`src/rtl/regfile_xfer.sv`:
```
// ============================================================================
// Module   : regfile_xfer
// Brief    : Debug engine that dumps x0..x31 to a stream or loads them from one.
//            Optional load path is built only when REGFILE_XFER_LOAD_EN is defined.
// Revision : 1.0 - initial release
// ============================================================================
`default_nettype none

module regfile_xfer #(
    parameter int NREGS = 32,
    parameter int XLEN  = 32
) (
    input  logic            clk,
    input  logic            rst_n,
    input  logic            start,
    input  logic            mode,
    input  logic            abort,
    output logic            busy,
    output logic            done,
    output logic [4:0]      rf_raddr,
    input  logic [XLEN-1:0] rf_rdata,
    output logic            rf_we,
    output logic [4:0]      rf_waddr,
    output logic [XLEN-1:0] rf_wdata,
    output logic            out_valid,
    input  logic            out_ready,
    output logic [XLEN-1:0] out_data,
    output logic            out_last,
    input  logic            in_valid,
    output logic            in_ready,
    input  logic [XLEN-1:0] in_data
);

    localparam logic [2:0] c_idle  = 3'd0;
    localparam logic [2:0] c_dread = 3'd1;
    localparam logic [2:0] c_dsend = 3'd2;
    localparam logic [2:0] c_done  = 3'd4;
`ifdef REGFILE_XFER_LOAD_EN
    localparam logic [2:0] c_load  = 3'd3;
`endif
    localparam logic [4:0] c_last  = 5'(NREGS - 1);

    logic [2:0]      r_state;
    logic [2:0]      w_state_nxt;
    logic [4:0]      r_idx;
    logic            r_out_valid;
    logic            r_out_last;
    logic [XLEN-1:0] r_out_data;
    logic            r_we;
    logic [4:0]      r_waddr;
    logic [XLEN-1:0] r_wdata;
    logic            w_abort;

    assign w_abort = abort && (r_state != c_idle);

    always_ff @(posedge clk or negedge rst_n) begin
        if (!rst_n) begin
            r_state <= c_idle;
        end else begin
            r_state <= w_state_nxt;
        end
    end

    always_comb begin
        w_state_nxt = r_state;
        case (r_state)
            c_idle: begin
                if (start && !abort) begin
                    if (!mode) begin
                        w_state_nxt = c_dread;
                    end
`ifdef REGFILE_XFER_LOAD_EN
                    else begin
                        w_state_nxt = c_load;
                    end
`endif
                end
            end
            c_dread: w_state_nxt = c_dsend;
            c_dsend: begin
                if (r_out_valid && out_ready) begin
                    w_state_nxt = r_out_last ? c_done : c_dread;
                end
            end
`ifdef REGFILE_XFER_LOAD_EN
            c_load: begin
                if (in_valid && (r_idx == c_last)) begin
                    w_state_nxt = c_done;
                end
            end
`endif
            c_done:  w_state_nxt = c_idle;
            default: w_state_nxt = c_idle;
        endcase
        if (w_abort) begin
            w_state_nxt = c_idle;
        end
    end

    // Write strobe defaults low so it lasts exactly one cycle per acceptance.
    always_ff @(posedge clk or negedge rst_n) begin
        if (!rst_n) begin
            r_idx       <= 5'd0;
            r_out_valid <= 1'b0;
            r_out_last  <= 1'b0;
            r_out_data  <= '0;
            r_we        <= 1'b0;
            r_waddr     <= 5'd0;
            r_wdata     <= '0;
        end else begin
            r_we <= 1'b0;
            if (w_abort) begin
                r_idx       <= 5'd0;
                r_out_valid <= 1'b0;
                r_out_last  <= 1'b0;
            end else begin
                case (r_state)
                    c_idle: r_idx <= 5'd0;
                    c_dread: begin
                        r_out_data  <= rf_rdata;
                        r_out_valid <= 1'b1;
                        r_out_last  <= (r_idx == c_last);
                    end
                    c_dsend: begin
                        if (r_out_valid && out_ready) begin
                            r_out_valid <= 1'b0;
                            if (!r_out_last) begin
                                r_idx <= r_idx + 5'd1;
                            end
                        end
                    end
`ifdef REGFILE_XFER_LOAD_EN
                    c_load: begin
                        if (in_valid) begin
                            r_we    <= (r_idx != 5'd0);
                            r_waddr <= r_idx;
                            r_wdata <= in_data;
                            if (r_idx != c_last) begin
                                r_idx <= r_idx + 5'd1;
                            end
                        end
                    end
`endif
                    c_done: begin
                        r_idx      <= 5'd0;
                        r_out_last <= 1'b0;
                    end
                    default: r_idx <= 5'd0;
                endcase
            end
        end
    end

    assign busy      = (r_state != c_idle);
    assign done      = (r_state == c_done);
    assign rf_raddr  = ((r_state == c_dread) || (r_state == c_dsend)) ? r_idx : 5'd0;
    assign out_valid = r_out_valid;
    assign out_last  = r_out_last;
    assign out_data  = r_out_data;
    assign rf_waddr  = r_waddr;
    assign rf_wdata  = r_wdata;

`ifdef REGFILE_XFER_LOAD_EN
    assign in_ready = (r_state == c_load);
    assign rf_we    = r_we;
`else
    logic w_unused;
    assign w_unused = ^{in_valid, in_data, r_we};
    assign in_ready = 1'b0;
    assign rf_we    = 1'b0;
`endif

endmodule

`default_nettype wire

```
`config.mk`:
```
export PLATFORM = sky130hd
export DESIGN_NAME = regfile_xfer
export DESIGN_NICKNAME = d
export VERILOG_FILES = /design/src/rtl/regfile_xfer.sv
export SDC_FILE = /design/constraint.sdc
export NUM_CORES = 1
export LEC_CHECK = 0
export CAP_MARGIN = 0
export CORE_ASPECT_RATIO = 1.1
export CORE_MARGIN = 2
export CORE_UTILIZATION = 38
export DETAILED_ROUTE_END_ITERATION = 6
export GPL_ROUTABILITY_DRIVEN = 0
export PLACE_DENSITY = 0.87
export SKIP_CTS_REPAIR_TIMING = 1
export SLEW_MARGIN = 0
export SYNTH_ARGS = -nofsm -noshare
export SYNTH_HDL_FRONTEND = slang
export SYNTH_SLANG_ARGS = --single-unit
export TNS_END_PERCENT = 30
```
`constraint.sdc`:
```
create_clock -name clk -period 2.8 [get_ports clk]
set_input_delay 0.28 -clock clk [delete_from_list [all_inputs] [get_ports clk]]
set_output_delay 0.28 -clock clk [all_outputs]
set_load 0.01 [all_outputs]
```
Yosys cells after proc, flatten, opt, wreduce, memory -nomap -nowiden:

Index checks and enable logic that the tools add are counted.

* bits in registers: 42
* logic and storage cells: 45
* output and inout port bits: 80
* bits of input ports: 71

* reductions and logical operators: 13
* equality and inequality tests: 9
* $add $sub $neg: 1
* multiplexer cells: 16
* bitwise gates (word level): 1

Operators with widths (number)
* 5-bit 2-to-1 mux: 4
* 3-bit 2-to-1 mux: 5
* 3-bit inequality test, second input constant: 4
* 5-bit one-hot mux with 2 select lines: 1
* 3-bit one-hot mux with 3 select lines: 1
* 3-bit nonzero test: 3
* 3-bit AND reduction: 2
* 5-bit by 1-bit adder with 5-bit output, second input constant: 1
* 5-bit equality test, second input constant: 1
* 1-bit one-hot mux with 2 select lines: 2
* 2-bit AND reduction: 2
* 3-bit by 1-bit equality test with 1-bit output, second input constant: 1
* 3-bit by 2-bit equality test with 1-bit output, second input constant: 1
* 3-bit equality test, second input constant: 1
* 1-bit logical AND: 3
* 3-bit zero test: 1
* 1-bit 2-to-1 mux: 3
* 2-bit inequality test, second input constant: 1
* 1-bit zero test: 1
* 1-bit logical OR: 1
* 1-bit NOT: 1

Longest topological paths before layout:

* depth after elaboration: 5
* depth in mapped cells: 6
* depth with buffers taken out: 5

Worst setup path before layout:

No wires, ideal clock.

* kind: register to register
* from: register r_state[2]
* to: register r_out_data[10], in the netlist out_data[10]
* path buffers: 2
* library setup time: 0.125 ns
* setup slack: 1.224 ns
* cell stages (with the launch flop): 5
* period minus slack after synthesis: 1.576 ns
* arrival: 1.451 ns
* data required time: 2.675 ns
* cell sequence: dfrtp_1 > buf_2 > nor4_4 > buf_6 > mux2_2

* cells in the longest elaborated chain, start to end: 4
* elaborated cells between the ends (all ways): 5
* classes of those cells: eq/ne (1); bitwise (1); reduce/logical (3)

Ends and longest elaborated chain
* start: declaration: line 43 `logic [2:0] r_state;`
* start signal: assignment: line 58 `r_state <= c_idle;`
* start signal: assignment: line 60 `r_state <= w_state_nxt;`
* 3-bit nonzero test: line 54 `assign w_abort = abort && (r_state != c_idle);`
* 1-bit logical AND: line 54
* 1-bit NOT (no source line)
* 2-bit AND reduction (no source line) (*)
* end signal: assignment: line 120 `r_out_data <= rf_rdata;`
* end: declaration: line 48 `logic [XLEN-1:0] r_out_data;`

Every way passes the cells marked *; elsewhere a longest branch is shown, timed or not.
A chain may end at the register's enable or synchronous reset.

Worst setup path after layout:

* from: register r_state[1]
* to: output port rf_raddr[4]

* cells in the longest elaborated chain, start to end: 3
* elaborated cells between the ends (all ways): 4
* classes of those cells: eq/ne (2); mux (1); reduce/logical (1)

Ends and longest elaborated chain
* 3-bit by 1-bit equality test with 1-bit output / 3-bit by 2-bit equality test with 1-bit output (equally long branches): line 156 `assign rf_raddr = ((r_state == c_dread) || (r_state == c_dsend)) ? r_idx : 5'd0;`
* 1-bit logical OR (*): line 156
* 5-bit 2-to-1 mux (*): line 156
* end: declaration: line 20 `output logic [4:0] rf_raddr,`

Marks and branches as above.

==> impl_table.tex <==
\begin{tabular}{lr}
\hline
Metric & Value \\
\hline
\multicolumn{2}{l}{\textbf{Critical path}} \\
Data required time at the worst endpoint & 2.52 ns \\
Longest individual stage delay on the worst path & 0.53 ns \\
Critical-path cell with the highest stage delay & sky130\_fd\_sc\_hd\_\_clkdlybuf4s50\_1 \\
Worst setup SP type & flip-flop \\
Peak fanout along the critical path & 11 \\
Critical path cell sequence & nand2b\_1 > a21oi\_1 > and2\_1 > clkdlybuf4s50\_1 \\
CP endpoint kind & output port \\
Critical path class & flip-flop to output port \\
Arrival time worst endpoint & 2.04 ns \\
Number of buffers and inverters on the critical path & 1 \\
CP delay by family, top & buffers and inverters \\
\multicolumn{2}{l}{\textbf{Routing}} \\
Count of vias placed by the detailed router & 1392 \\
Pre-antenna DRT Iters & 3 \\
Average routed wire per standard cell & 12.0 um \\
Post-detailed-routing wire length & 3980 um \\
Final ANT Viol Nets & 0 \\
DRC errors left & 0 \\
Routed vias/inst & 4.21 \\
Number of DRC markers after the initial detailed-route iteration & 34 \\
\multicolumn{2}{l}{\textbf{CTS}} \\
CTS Buf Count & 5 \\
Count of clock tree sinks & 42 \\
Worst-skew pair later-pin latency & 0.29 ns \\
Post-CTS clock slew at the launch and capture registers of the worst setup and hold paths & 0.08 ns \\
Root buffer cell & sky130\_fd\_sc\_hd\_\_clkbuf\_8 \\
TritonCTS clock tree & yes \\
Clock Tree Buf Depth & 2 \\
CTS HTree Levels & 2 \\
\multicolumn{2}{l}{\textbf{Floorplan}} \\
Die Ht & 82.2 um \\
Die X & 75.1 um \\
Die area & 6180 um2 \\
Core region area & 5360 um2 \\
Count of pins on the block boundary & 151 \\
Initial Util & 0.394 \\
Number of standard-cell rows in the floorplan & 28 \\
\multicolumn{2}{l}{\textbf{Synthesis}} \\
Register area share after synthesis & 0.497 \\
Cells after Synth & 175 \\
Syn Area/Cell & 12.1 um2 \\
Proportion of register bits with asynchronous set or reset after synthesis & 1.00 \\
Flip-flop cell with the highest count after synthesis & sky130\_fd\_sc\_hd\_\_dfrtp\_1 \\
Number of synthesized register bits & 42 \\
Area share of the largest cell type after synthesis & 0.497 \\
Library cell with the largest summed area after synthesis & sky130\_fd\_sc\_hd\_\_dfrtp\_1 \\
Number of warning messages in the yosys log & 37 \\
Biggest area contributors in the synthesized netlist & sky130\_fd\_sc\_hd\_\_dfrtp\_1 50\%, sky130\_fd\_sc\_hd\_\_mux2\_2 16\%, sky130\_fd\_sc\_hd\_\_buf\_4 14\% \\
Summed instance area of the synthesized netlist & 2110 um2 \\
Number of flops mapped to enable cells by yosys & 0 \\
Distinct cell type count of the synthesized netlist & 31 \\
\multicolumn{2}{l}{\textbf{Cells and area}} \\
Share of layout cells above drive strength 1 & 0.172 \\
Highest-count cells in the layout ignoring fill and taps & 77 x sky130\_fd\_sc\_hd\_\_clkdlybuf4s50\_1, 42 x sky130\_fd\_sc\_hd\_\_dfrtp\_1, 39 x sky130\_fd\_sc\_hd\_\_conb\_1 \\
Number of nets in the layout & 328 \\
Layout overhead on the synthesized area & 37.5\% \\
Ant. Diodes & 0 \\
Most common library cell in the layout ignoring fill and taps & sky130\_fd\_sc\_hd\_\_clkdlybuf4s50\_1 \\
\multicolumn{2}{l}{\textbf{STA}} \\
Fin. Hold Viols & 0 \\
Post-Route Setup TNS & 0 ns \\
Actual slew at the worst max-slew pin & 0.912 ns \\
Final setup violation count & 0 \\
Setup repair after global routing missed its margin & no \\
Max Clock Freq & 431 MHz \\
Final worst path period need & 2.32 ns \\
Final Slew Violations & 0 \\
Slew HR & 0.392 \\
Final cycle utilization of the critical path & 0.828 \\
Clk\_skew & 0.00911 ns \\
\multicolumn{2}{l}{\textbf{Global routing}} \\
Peak-usage layer in the global routing report & met2 \\
Sum of overflow across all layers after global routing & 0 \\
Met3 Track Usage GR & 0.0303 \\
Pin count of the biggest net entering global routing & 43 \\
Initial antenna violation count & 0 \\
Global routing usage summed across all routing layers & 0.129 \\
Met2 track demand over resource in global routing & 0.229 \\
Global-route wire length before repair & 6040 um \\
Met1 track demand over resource in global routing & 0.153 \\
Number of global-route vias before repair & 1299 \\
\multicolumn{2}{l}{\textbf{Placement}} \\
Final HPWL from detailed placement & 2970 um \\
Quantity of I/O buffers inserted on ports & 78 \\
\multicolumn{2}{l}{\textbf{Power and ir drop}} \\
Areal power density over the cells & 922 nW/um2 \\
Max VDD drop & 0.358 mV \\
Leakage power & 1.27 nW \\
Final Total Pwr & 2.68 mW \\
\multicolumn{2}{l}{\textbf{Status}} \\
Run status & finished, final reports clean \\
\multicolumn{2}{l}{\textbf{Run}} \\
Max-cap violations & 0 \\
\multicolumn{2}{l}{\textbf{Worst hold path}} \\
Worst hold-check path type & input port to async pin \\
\hline
\end{tabular}
-- logic make-up (layout without fill, tap and decap cells) --
kind of cell	count (synthesis)	after routing	synth area share
adder cells (fa/ha/maj)	2	2	0.0118
buffers and inverters	46	89	0.164
other	1	39	0.00177
flip-flops	42	42	0.497
AND/OR/NAND/NOR	35	35	0.0970
AO/OA/AOI/OAI	17	17	0.0574
multiplexers	32	32	0.170
-- flip-flops by register name, indices dropped and copies added, names as in the netlist --
register,flops
out_data,32
out_last,1
out_valid,1
r_idx,5
r_state,3
-- where the power goes --
group	total [mW]	leakage, nW	internal (mW)	switching, mW
clock network	0.466	0.0579	0.262	0.204
logic	1.20	0.698	0.742	0.459
registers	1.01	0.515	0.865	0.146
-- cell usage after synthesis, drive strengths merged (2+ instances only) --
library cell / number
nor3: 2
nand3b: 3
nor2: 5
nor3b: 2
mux2: 32
buf: 45
a21o: 2
ha: 2
nand2: 7
a21oi: 2
o21ai: 6
nor2b: 3
dfrtp: 42
and2: 6
nand2b: 2
o31ai: 3
nand3: 2
-- area by class of cell --
class                   instances  area, um2
fillers                       475       2450
flip-flops and latches         42       1050
multi-input cells             125        858
repair buffers                 80        791
well taps                      75       93.8
clock buffers                   5       68.8
clock inverters                 3       40.0
inverters                       1       3.75
-- worst register-to-register path, cell delays in order (launching register included) --
cell and delay [ns]:
sky130_fd_sc_hd__dfrtp_1 0.53, sky130_fd_sc_hd__nor4_4 0.35, sky130_fd_sc_hd__buf_4 0.34, sky130_fd_sc_hd__mux2_2 0.38
-- per-layer routing --
layer | up-vias | share of wire | wire (um)
li1 | 675 | - | -
met1 | 653 | 0.42 | 1650
met2 | 62 | 0.50 | 1970
met3 | 2 | 0.086 | 341
met4 | 0 | 0.0028 | 11
met5 | - | 0 | 0
-- through the flow --
stage | cell area (um2) | cells | util | setup slack, ns | hold WS [ns]
floorplan | 2260 | 213 | - | 1.22 | -0.0156
CTS | 2910 | 331 | 0.542 | 0.453 | 0.159
global route | 2910 | 331 | 0.542 | 0.326 | 0.203
detailed placement | 2800 | 323 | 0.522 | 0.727 | 0.473
global placement | 2800 | 323 | 0.522 | 0.749 | 0.466
finish | 2910 | 331 | 0.542 | 0.481 | 0.120
-- worst paths after layout --
kind                       depth (start not counted)  slack (ns)                       end                      from
hold reg to reg                                    1        0.49  out_data[30]$_DFFE_PN0P_  out_data[30]$_DFFE_PN0P_
max in group asynchronous                          1        2.11     out_valid$_DFFE_PN0P_                     rst_n
setup reg to reg                                   3        1.09   out_data[1]$_DFFE_PN0P_    r_state[2]$_DFFE_PN0P_
hold / removal                                     1        0.12  out_data[17]$_DFFE_PN0P_                     rst_n
min in group clk                                   1        0.49  out_data[30]$_DFFE_PN0P_  out_data[30]$_DFFE_PN0P_
setup / recovery                                   4        0.48               rf_raddr[4]    r_state[1]$_DFFE_PN0P_
No activity file was read; power rests on OpenSTA's default activity.
